==> src/rtl/me_result_collector.sv <==
// Collects motion-estimation results from NCH search units, applies the MV offset
// correction, and merges them round-robin into one buffered valid/ready stream.
module me_result_collector #(
    parameter int NCH   = 2,
    parameter int MV_W  = 4,
    parameter int SAD_W = 14,
    parameter int DEPTH = 4,
    parameter int X_OFS = 2,
    parameter int Y_OFS = 1,
    parameter int IDX_W = 16
) (
    input  logic                                  clk,
    input  logic                                  rst,
    input  logic [NCH-1:0]                        fin,
    input  logic [NCH*MV_W-1:0]                   mv_x,
    input  logic [NCH*MV_W-1:0]                   mv_y,
    input  logic [NCH*SAD_W-1:0]                  min_sad,
    output logic                                  out_valid,
    input  logic                                  out_ready,
    output logic [((NCH > 1) ? $clog2(NCH) : 1)-1:0] out_ch,
    output logic signed [MV_W:0]                  out_mv_x,
    output logic signed [MV_W:0]                  out_mv_y,
    output logic [SAD_W-1:0]                      out_sad,
    output logic [IDX_W-1:0]                      out_idx,
    output logic [NCH-1:0]                        ovf,
    input  logic                                  ovf_clr
);
    localparam int CHW = (NCH > 1) ? $clog2(NCH) : 1;
    localparam int PW  = $clog2(DEPTH);
    localparam int CW  = PW + 1;
    localparam logic signed [MV_W:0] X_LIM  = (MV_W+1)'(2**(MV_W-1));
    localparam logic        [MV_W:0] X_SPAN = (MV_W+1)'(2**MV_W);

    function automatic logic signed [MV_W:0] fix_x(input logic signed [MV_W-1:0] mv);
        logic signed [MV_W:0] v;
        v = {mv[MV_W-1], mv} + (MV_W+1)'(X_OFS);
        if (v > X_LIM)
            v = v - X_SPAN;
        return v;
    endfunction

    function automatic logic signed [MV_W:0] fix_y(input logic signed [MV_W-1:0] mv);
        logic signed [MV_W:0] v;
        v = {mv[MV_W-1], mv} + (MV_W+1)'(Y_OFS);
        return v;
    endfunction

    logic [NCH-1:0]        vld_p0;
    logic signed [MV_W:0]  mvx_p0 [NCH];
    logic signed [MV_W:0]  mvy_p0 [NCH];
    logic [SAD_W-1:0]      sad_p0 [NCH];
    logic [IDX_W-1:0]      idx_p0 [NCH];
    logic [IDX_W-1:0]      idx_cnt [NCH];
    logic [CHW-1:0]        rr_ptr;

    logic [CHW-1:0]        ch_p1  [DEPTH];
    logic signed [MV_W:0]  mvx_p1 [DEPTH];
    logic signed [MV_W:0]  mvy_p1 [DEPTH];
    logic [SAD_W-1:0]      sad_p1 [DEPTH];
    logic [IDX_W-1:0]      idx_p1 [DEPTH];
    logic [PW-1:0]         wr_ptr;
    logic [PW-1:0]         rd_ptr;
    logic [CW-1:0]         cnt;

    logic                  pop;
    logic                  gnt_hit;
    logic                  gnt_vld;
    logic [CHW-1:0]        gnt_ch;
    logic [CHW-1:0]        scan_ch;
    logic [NCH-1:0]        gnt_oh;
    logic [NCH-1:0]        cap;
    logic [NCH-1:0]        ovf_set;

    assign out_valid = (cnt != '0);
    assign pop       = out_valid && out_ready;

    // Round-robin scan starting just after the last granted channel
    always_comb begin
        gnt_hit = 1'b0;
        gnt_ch  = '0;
        scan_ch = '0;
        for (int k = 1; k <= NCH; k++) begin
            scan_ch = CHW'((int'(rr_ptr) + k) % NCH);
            if (!gnt_hit && vld_p0[scan_ch]) begin
                gnt_hit = 1'b1;
                gnt_ch  = scan_ch;
            end
        end
        gnt_vld = gnt_hit && ((cnt < CW'(DEPTH)) || pop);
    end

    // A channel granted this cycle frees its slot, so a coincident fin is captured
    always_comb begin
        gnt_oh  = '0;
        cap     = '0;
        ovf_set = '0;
        for (int i = 0; i < NCH; i++) begin
            gnt_oh[i]  = gnt_vld && (gnt_ch == CHW'(i));
            cap[i]     = fin[i] && (!vld_p0[i] || gnt_oh[i]);
            ovf_set[i] = fin[i] && vld_p0[i] && !gnt_oh[i];
        end
    end

    always_ff @(posedge clk or negedge rst) begin
        if (!rst) begin
            vld_p0 <= '0;
            for (int i = 0; i < NCH; i++)
                idx_cnt[i] <= '0;
            rr_ptr <= CHW'(NCH - 1);
            wr_ptr <= '0;
            rd_ptr <= '0;
            cnt    <= '0;
            ovf    <= '0;
        end else begin
            for (int i = 0; i < NCH; i++) begin
                if (cap[i]) begin
                    vld_p0[i]  <= 1'b1;
                    idx_cnt[i] <= idx_cnt[i] + IDX_W'(1);
                end else if (gnt_oh[i]) begin
                    vld_p0[i]  <= 1'b0;
                end
            end
            if (gnt_vld) begin
                rr_ptr <= gnt_ch;
                wr_ptr <= wr_ptr + PW'(1);
            end
            if (pop)
                rd_ptr <= rd_ptr + PW'(1);
            cnt <= cnt + CW'(gnt_vld) - CW'(pop);
            ovf <= (ovf & ~{NCH{ovf_clr}}) | ovf_set;
        end
    end

    // Stage p0: corrected capture per channel; stage p1: shared output FIFO
    always_ff @(posedge clk) begin
        for (int i = 0; i < NCH; i++) begin
            if (cap[i]) begin
                mvx_p0[i] <= fix_x(mv_x[i*MV_W +: MV_W]);
                mvy_p0[i] <= fix_y(mv_y[i*MV_W +: MV_W]);
                sad_p0[i] <= min_sad[i*SAD_W +: SAD_W];
                idx_p0[i] <= idx_cnt[i];
            end
        end
        if (gnt_vld) begin
            ch_p1[wr_ptr]  <= gnt_ch;
            mvx_p1[wr_ptr] <= mvx_p0[gnt_ch];
            mvy_p1[wr_ptr] <= mvy_p0[gnt_ch];
            sad_p1[wr_ptr] <= sad_p0[gnt_ch];
            idx_p1[wr_ptr] <= idx_p0[gnt_ch];
        end
    end

    // Data storage is not reset; outputs read as zero whenever the FIFO is empty
    assign out_ch   = out_valid ? ch_p1[rd_ptr]  : '0;
    assign out_mv_x = out_valid ? mvx_p1[rd_ptr] : '0;
    assign out_mv_y = out_valid ? mvy_p1[rd_ptr] : '0;
    assign out_sad  = out_valid ? sad_p1[rd_ptr] : '0;
    assign out_idx  = out_valid ? idx_p1[rd_ptr] : '0;

endmodule
==> config.mk <==
export PLATFORM = sky130hd
export DESIGN_NAME = me_result_collector
export DESIGN_NICKNAME = d
export VERILOG_FILES = /design/src/rtl/me_result_collector.sv
export SDC_FILE = /design/constraint.sdc
export NUM_CORES = 1
export LEC_CHECK = 0
export CAP_MARGIN = 10
export CORE_ASPECT_RATIO = 1.1
export CORE_MARGIN = 2
export CORE_UTILIZATION = 55
export CTS_CLUSTER_SIZE = 24
export DETAILED_ROUTE_END_ITERATION = 6
export GPL_TIMING_DRIVEN = 1
export HOLD_SLACK_MARGIN = 0.15
export PLACE_DENSITY = 0.76
export RECOVER_POWER = 25
export REMOVE_ABC_BUFFERS = 1
export SLEW_MARGIN = 20
export SYNTH_ARGS = -nofsm -noshare
export SYNTH_HDL_FRONTEND = slang
export SYNTH_SLANG_ARGS = --single-unit
==> constraint.sdc <==
create_clock -name clk -period 5.1 [get_ports clk]
set_input_delay 1.02 -clock clk [delete_from_list [all_inputs] [get_ports clk]]
set_output_delay 1.02 -clock clk [all_outputs]
set_load 0.1 [all_outputs]
== Yosys cells after proc, flatten, opt, wreduce, memory -nomap -nowiden ==
Memories as Yosys holds them, arrays and structs flattened.
Index checks and enable logic that the tools add are counted.

* Add/sub/neg operators: 14
* Magnitude comparators: 5
* Muxes and demuxes: 27
* Bitwise gates (word level): 4
* Reductions and logical operators: 22

{| class="wikitable"
|+ Operators with widths
! kind !! count
|-
| $add A16 B1 Y16 const B || 2
|-
| $mux W5 || 6
|-
| $mux W1 || 19
|-
| $mux W16 || 1
|-
| $mux W14 || 1
|-
| $logic_and A1 B1 Y1 || 11
|-
| $add A4 B2 Y5 const B || 2
|-
| $add A4 B3 Y5 const B || 2
|-
| $gt A5 B5 Y1 const B || 2
|-
| $sub A5 B5 Y5 const B || 2
|-
| $logic_not A1 Y1 || 5
|-
| $add A2 B1 Y2 const B || 2
|-
| $lt A1 B2 Y1 const B || 2
|-
| $reduce_bool A2 Y1 || 2
|-
| $add A3 B1 Y3 || 1
|-
| $logic_or A1 B1 Y1 || 3
|-
| $lt A3 B3 Y1 const B || 1
|-
| $reduce_bool A3 Y1 || 1
|-
| $sub A3 B1 Y3 || 1
|-
| $add A1 B1 Y1 const B || 2
|-
| $and A2 B2 Y2 || 1
|-
| $not A2 Y2 || 1
|-
| $or A2 B2 Y2 || 1
|-
| $not A1 Y1 || 1
|}

* Flip-flop bits (word level): 44
* RAM bits: 244
* Input bits: 50
* Logic and storage cells: 90
* Memories kept: 9

{| class="wikitable"
|+ Memories
! name !! words !! bits a word !! rd ports !! clocked after memory_dff !! write ports !! RTL line !! source
|-
| idx_p1 || 4 || 16 || 1 || 0 || 1 || 60 || <nowiki>logic [IDX_W-1:0] idx_p1 [DEPTH];</nowiki>
|-
| sad_p1 || 4 || 14 || 1 || 0 || 1 || 59 || <nowiki>logic [SAD_W-1:0] sad_p1 [DEPTH];</nowiki>
|-
| idx_p0 || 2 || 16 || 1 || 0 || 2 || 52 || <nowiki>logic [IDX_W-1:0] idx_p0 [NCH];</nowiki>
|-
| sad_p0 || 2 || 14 || 1 || 0 || 2 || 51 || <nowiki>logic [SAD_W-1:0] sad_p0 [NCH];</nowiki>
|-
| mvx_p1 || 4 || 5 || 1 || 0 || 1 || 57 || <nowiki>logic signed [MV_W:0] mvx_p1 [DEPTH];</nowiki>
|-
| mvy_p1 || 4 || 5 || 1 || 0 || 1 || 58 || <nowiki>logic signed [MV_W:0] mvy_p1 [DEPTH];</nowiki>
|-
| 3 more memories || -- || -- || -- || -- || -- || -- ||
|}

== Depth between registers and ports, before layout ==
Gate-level depths: netlist of run 1.

* Depth in word-level cells: 13
* Gate-level depth with buffers: 9
* Gate-level depth less buffers: 9

== Worst setup path after synthesis of run 1 ==
No wires, ideal clock.

* Kind: reg-to-output
* Start point: register cnt[2]
* End point: output port out_idx[10]
* Arrival time: 2521 ps
* Slack: 1559 ps
* Cell stages (with the launch flop): 5
* Buffers on the path: 2
* Cell sequence: dfrtp_1 or3_1 clkbuf_1 clkbuf_1 and2_1

* Longest elaborated chain between the ends: 2

{| class="wikitable"
|+ RTL lines
! element !! RTL line !! source
|-
| start, declared || 63 || <nowiki>logic [CW-1:0] cnt;</nowiki>
|-
| start signal, assigned || 129 || <nowiki>cnt <= cnt + CW'(gnt_vld) - CW'(pop);</nowiki>
|-
| $reduce_bool A3 Y1 || 74 || <nowiki>assign out_valid = (cnt != '0);</nowiki>
|-
| via out_valid || 18 || <nowiki>output logic out_valid,</nowiki>
|-
| $mux W16 || 158 || <nowiki>assign out_idx = out_valid ? idx_p1[rd_ptr] : '0;</nowiki>
|-
| end, declared || 24 || <nowiki>output logic [IDX_W-1:0] out_idx,</nowiki>
|}

The timed path passes the listed nets, and every way through them passes these cells.

== Worst setup path in the final report of run 1 ==
* Start point: register cnt[2]
* End point: output port out_idx[7]

* Longest elaborated chain between the ends: 2

{| class="wikitable"
|+ RTL lines
! element !! RTL line
|-
| $reduce_bool A3 Y1 || 74
|-
| $mux W16 || 158
|}

No other way between the ends.

==> flow_metrics.env, run 1 <==
export IMPL_grt_pass1_vias=6007
export IMPL_hp_class="reg -> reg"
export IMPL_routed_wl_mm=20.2
export IMPL_slew_headroom_pct=-85.8
export IMPL_setup_tns_ns=0
export IMPL_tightestPinTransition_ns=2.79
export IMPL_synth_xor_area_share_pct=3.19
export IMPL_clock_skew_ns=0.00957
export IMPL_endpoint_kind="primary output"
export IMPL_post_route_period_util_pct=86.5
export IMPL_h_tree_depth=1
export IMPL_die_area_um2=21600
export IMPL_slew_violations=91
export IMPL_violations="capacitance limit, slew limit"
export IMPL_initial_core_util_pct=56.5
export IMPL_postSynthCellCount=590
export IMPL_cp_start_kind="flop"
export IMPL_yosysWarnings=0
export IMPL_fin_nets=758
export IMPL_slowest_delay_ns=1.16
export IMPL_syn_to_final_growth_pct=19.4
export IMPL_setup_viol=0
export IMPL_synthMuxAreaShare_pct=12.4
export IMPL_cts_buffers=27
export IMPL_grt_pass1_wl_mm=31.4
export IMPL_vias=5453
export IMPL_path_cells="or3_1 > buf_4 > and2_1 > clkdlybuf4s50_1"
export IMPL_post_dp_hpwl_mm=11.9
export IMPL_netlist_area_um2=11300
export IMPL_cts_sinks=288
export IMPL_final_common_cell="edfxtp_1"
export IMPL_track_usage_pct=18.8
export IMPL_synth_cell_types=36
export IMPL_fp_dieW_um=140
export IMPL_fin_crit_ns=4.41
export IMPL_viasPerCell=5.64
export IMPL_maxCapViolations=2
export IMPL_fmax_mhz=227
export IMPL_yosysSeqAreaShare_pct=74.9
export IMPL_cts_tree="yes"
export IMPL_drt_iter0_markers=371
export IMPL_route_detailed_drc=0
export IMPL_rsz0062_at_grt="false"
export IMPL_status="complete, but fails checks"
export IMPL_synth_compound_area_share_pct=0.967
export IMPL_syn_mean_instance_area_um2=19.1
export IMPL_ys_seq_elements=288
export IMPL_core_um2=19900
export IMPL_die_height_um=154
export IMPL_arrival_ns=3.39
export IMPL_synth_top_family_by_area="multiplexers"
export IMPL_cp_data_required_time_ns=4.08
export IMPL_clk_latency_ns=0.52
export IMPL_cp_max_fo=31
export IMPL_pin_count=94
export IMPL_finalHoldViolCount=0
export IMPL_wl_per_cell_um=20.8
export IMPL_place_congestion=0.753
export IMPL_dr_pass1_iters=4
export IMPL_yosys_area_share_simple_pct=5.78
export IMPL_numPortBuffers=93
export IMPL_worstSetupPathType="reg -> out"
export IMPL_clk_pin_slew_ns=0.06
export IMPL_placementRows=54
export IMPL_antenna_cells=0
export IMPL_gr_total_overflow=0
export IMPL_drive_gt1_share_pct=20.6
export IMPL_grt_antenna_before_repair=0
export IMPL_cts_buffer_depth=3
export IMPL_critPathSlowestCell="clkdlybuf4s50_1"
export IMPL_cts_hold_buf=0
export IMPL_mostFrequentLayoutCells="edfxtp_1, clkdlybuf4s50_1, and2_1, mux4_2, dfrtp_1"
export IMPL_cts_resized=0
export IMPL_root_buffer="clkbuf_16"
export IMPL_yosys_area_share_adder_pct=1.51
export IMPL_antenna_left=0
export IMPL_cts_setup_buffers=0
export IMPL_grt_max_degree=46
## cell type report
type / count / area [µm²]
repair buffers: 97 / 948
clock buffers: 29 / 693
fillers: 1243 / 6490
multi-input cells: 268 / 2710
clock inverters: 20 / 290
flip-flops and latches: 288 / 8430
inverters: 13 / 48.8
well taps: 252 / 315
## path summary, 6_finish.rpt
| path | startpoint | end | slack [ns] | cells past startpoint |
|---|---|---|---|---|
| min in group asynchronous | rst | idx_cnt[26]$_DFFE_PN0P_ | 1.25 | 1 |
| max | cnt[2]$_DFF_PN0_ | out_idx[7] | 0.69 | 4 |
| min reg2reg | idx_cnt[31]$_DFFE_PN0P_ | idx_cnt[31]$_DFFE_PN0P_ | 0.47 | 1 |
| max reg2reg | vld_p0[0]$_DFFE_PN0P_ | sad_p0[0][9]$_DFFE_PP_ | 0.93 | 5 |
| min | idx_cnt[31]$_DFFE_PN0P_ | idx_cnt[31]$_DFFE_PN0P_ | 0.47 | 1 |
| max in group asynchronous | rst | rd_ptr[0]$_DFFE_PN0P_ | 2.24 | 1 |
## worst max-delay path, delay by kind of cell, from the launching register on
kind | cells | cell delay [ns]
and+or+nand+nor | 2 | 0.96
DFF | 1 | 0.41
buffers and inverters | 2 | 1.47
## kinds of logic after synthesis
group / after synthesis
adders and majority gates: 13
xor gates and xnor gates: 41
AOI/OAI and AO/OA: 16
DFF: 288
and+or+nand+nor: 115
buffers and inverters: 34
muxes: 83
## synth_stat cells
master,number,area (µm²)
a21boi_0,2,15.0
a21boi_1,1,7.51
a21boi_2,1,11.3
a21oi_1,3,15.0
a22o_1,1,8.76
a31oi_1,3,18.8
and2_1,46,288
and3_1,5,31.3
and4_1,4,35.0
buf_2,10,50.1
clkbuf_1,11,41.3
dfrtp_1,43,1080
dfstp_2,1,26.3
edfxtp_1,244,7330
fa_1,1,20.0
ha_1,12,150
inv_1,13,48.8
mux2_2,42,473
mux4_2,41,923
nand2_1,22,82.6
nand2b_2,1,8.76
nand3_1,12,60.1
nand4_1,6,37.5
nor2_1,9,33.8
nor2b_1,2,12.5
nor3_2,1,10.0
nor3b_1,1,7.51
o21ai_0,3,15.0
o21ai_2,1,8.76
o2bb2ai_1,1,8.76
or2_2,1,6.26
or3_1,3,18.8
or4_1,1,7.51
or4_4,1,11.3
xnor2_1,26,228
xor2_1,15,131
## state kept, by name, summed over array words and instances, names as in the netlist
register and count:
idx_p1 64, sad_p1 56, idx_cnt 32, idx_p0 32, sad_p0 28, mvx_p1 20, mvy_p1 20, mvx_p0 10
mvy_p0 10, ch_p1 4, cnt 3, ovf 2, rd_ptr 2, vld_p0 2, wr_ptr 2, rr_ptr 1
## through the flow
| step | area [µm²] | setup WS (ns) | util, % | hold WS [ns] | std cells |
|---|---|---|---|---|---|
| global route | 13400 | 0.469 | 67.4 | 0.486 | 967 |
| detailed placement | 12500 | 1.23 | 62.5 | 0.457 | 918 |
| CTS | 13400 | 0.640 | 67.4 | 0.470 | 967 |
| finish | 13400 | 0.687 | 67.4 | 0.467 | 967 |
| floorplan | 11200 | 1.13 | - | 0.437 | 569 |
| global placement | 12500 | 1.30 | 62.5 | 0.456 | 918 |
## routing by layer
layer,vias to the layer above,routed length [µm],global-route usage (%)
li1,2471,-,-
met1,2807,7950,23.2
met2,141,10700,34.3
met3,34,1040,2.65
met4,0,444,6.11
met5,-,0,0
Power of run 1 is not shown: default switching activity piles up to over one toggle a cycle in this logic, so the estimate is an artifact.
==> inputs of run 2 (changes only) <==
--- a/config.mk
+++ b/config.mk
@@ -10,8 +10,9 @@
 export CORE_MARGIN = 2
 export CORE_UTILIZATION = 55
+export CTS_BUF_LIST = sky130_fd_sc_hd__clkbuf_8
 export CTS_CLUSTER_SIZE = 24
 export DETAILED_ROUTE_END_ITERATION = 6
 export GPL_TIMING_DRIVEN = 1
-export HOLD_SLACK_MARGIN = 0.15
+export HOLD_SLACK_MARGIN = 0.08
 export PLACE_DENSITY = 0.76
 export RECOVER_POWER = 25
==> constraint.sdc (replaced) <==
create_clock -name clk -period 5.1 [get_ports clk]
set_input_delay 1.02 -clock clk [delete_from_list [all_inputs] [get_ports clk]]
set_output_delay 1.02 -clock clk [all_outputs]
set_load 0.01 [all_outputs]
==> flow_metrics.env, run 2 (synthesis results as in run 1) <==
export IMPL_p_sw_mw=2.44
export IMPL_drt_iter0_markers=336
export IMPL_viasPerCell=5.53
export IMPL_initial_core_util_pct=56.5
export IMPL_globalRouteMet2Util_pct=33.6
export IMPL_p_per_area_nw_per_um2=638
export IMPL_grt_pass1_vias=6001
export IMPL_cts_buffer_depth=3
export IMPL_h_tree_depth=2
export IMPL_critPathSlowestCell="clkbuf_1"
export IMPL_busiest_layer="met2"
export IMPL_violations="capacitance limit, slew limit"
export IMPL_maxCapViolations=3
export IMPL_numPortBuffers=93
export IMPL_top_register="idx_p1"
export IMPL_tightestPinTransition_ns=2.94
export IMPL_fin_crit_ns=4.33
export IMPL_root_buffer="clkbuf_8"
export IMPL_cp_start_kind="flop"
export IMPL_path_cells="or3_1 > clkbuf_1 > and2_1 > clkdlybuf4s50_1"
export IMPL_largest_reg_flops=64
export IMPL_cts_tree="yes"
export IMPL_cp_data_required_time_ns=4.08
export IMPL_pin_count=94
export IMPL_p_total_mw=8.51
export IMPL_cp_max_fo=43
export IMPL_p_leak_nw=4.77
export IMPL_route_detailed_drc=0
export IMPL_fin_nets=776
export IMPL_seq_power_share_pct=46.4
export IMPL_clk_latency_ns=0.53
export IMPL_grt_antenna_before_repair=0
export IMPL_post_route_period_util_pct=85.0
export IMPL_place_area_um2=12500
export IMPL_syn_to_final_growth_pct=18.6
export IMPL_fmax_mhz=231
export IMPL_setup_viol=0
export IMPL_final_common_cell="edfxtp_1"
export IMPL_core_um2=19900
export IMPL_vdd_ir_drop_max_uv=405
export IMPL_cts_hold_buf=0
export IMPL_top_regs="idx_p1: 64 flops, sad_p1: 56 flops"
export IMPL_vias=5513
export IMPL_gr_total_overflow=0
export IMPL_grt_pass1_wl_mm=31.5
export IMPL_use_met3_pct=3.58
export IMPL_cts_sinks=288
export IMPL_clk_pin_slew_ns=0.06
export IMPL_intPower_mw=6.07
export IMPL_rsz0062_at_grt="false"
export IMPL_cts_resized=0
export IMPL_slowest_delay_ns=1.32
export IMPL_antenna_cells=0
export IMPL_fp_dieW_um=140
export IMPL_stdcell_area_um2=13300
export IMPL_wl_per_cell_um=19.6
export IMPL_grt_util_met1_pct=23.7
export IMPL_die_area_um2=21600
export IMPL_status="complete, but fails checks"
export IMPL_swShare_pct=28.7
export IMPL_drive_gt1_share_pct=19.9
export IMPL_antenna_left=0
export IMPL_pwr_share_clk_pct=22.2
export IMPL_worstSetupPathType="reg -> out"
export IMPL_slew_headroom_pct=-95.7
export IMPL_routed_wl_mm=19.6
export IMPL_dr_pass1_iters=4
export IMPL_arrival_ns=3.31
export IMPL_place_ws_ns=1.59
export IMPL_placementRows=54
export IMPL_place_congestion=0.700
export IMPL_grt_max_degree=46
export IMPL_endpoint_kind="primary output"
export IMPL_cts_setup_buffers=0
export IMPL_track_usage_pct=18.9
export IMPL_mostFrequentLayoutCells="edfxtp_1, clkdlybuf4s50_1, clkbuf_8"
export IMPL_layout_setup_ws_ns=0.767
export IMPL_clock_skew_ns=0.0178
export IMPL_hp_class="reg -> reg"
export IMPL_die_height_um=154
export IMPL_slew_violations=135
export IMPL_finalHoldViolCount=0
export IMPL_cts_buffers=44
export IMPL_post_dp_hpwl_mm=11.7
export IMPL_pwr_share_comb_pct=31.4
export IMPL_setup_tns_ns=0
-- run 2: power by group through the flow --
stage               logic [mW]  registers (mW)  clock network (mW)
finish                    2.67            3.95                1.89
global route              2.89            4.03                2.02
CTS                       2.72            3.96                1.93
detailed placement        2.72            4.01                   0
global placement          2.64            3.95                   0
floorplan                 1.58            3.90                   0
-- run 2: critical path: cells and delay by family, from the launching register on --
kind | cells | cell delay [ns]
AND/OR/NAND/NOR | 2 | 0.46
flip-flops | 1 | 0.41
buffers and inverters | 2 | 1.88
-- run 2: final timing paths --
| kind | startpoint | endpoint | cells past startpoint | slack (ns) |
|---|---|---|---|---|
| worst max-delay path | cnt[2]$_DFF_PN0_ | out_idx[4] | 4 | 0.77 |
| worst min-delay path | idx_cnt[31]$_DFFE_PN0P_ | idx_cnt[31]$_DFFE_PN0P_ | 1 | 0.47 |
| worst max register to register | vld_p0[0]$_DFFE_PN0P_ | mvy_p0[0][1]$_DFFE_PP_ | 5 | 0.81 |
| worst min register to register | idx_cnt[31]$_DFFE_PN0P_ | idx_cnt[31]$_DFFE_PN0P_ | 1 | 0.47 |
| max in group asynchronous | rst | rd_ptr[1]$_DFFE_PN0P_ | 1 | 2.35 |
| min in group asynchronous | rst | idx_cnt[27]$_DFFE_PN0P_ | 1 | 1.21 |
-- run 2: layout make-up --
class	instances	area (µm²)
sequential	288	8430
fill	1303	6590
multi-input combinational	268	2710
timing repair buffer	98	955
clock buffer	48	661
tap	252	315
clock inverter	30	223
inverter	13	48.8
-- run 2: metrics by stage --
stage          cells  utilization (%)  hold slack (ns)
2_1_floorplan    569                -            0.437
3_3_place_gp     919             62.5            0.458
3_5_place_dp     919             62.5            0.460
4_1_cts          997             67.0            0.472
5_1_grt          997             66.9            0.498
6_report         997             66.9            0.467
-- run 2: layer usage --
metal,vias to the layer above,wire length [µm]
li1,2515,-
met1,2845,7960
met2,124,10400
met3,29,845
met4,0,393
met5,-,0
(Power assumes the default switching activity.)
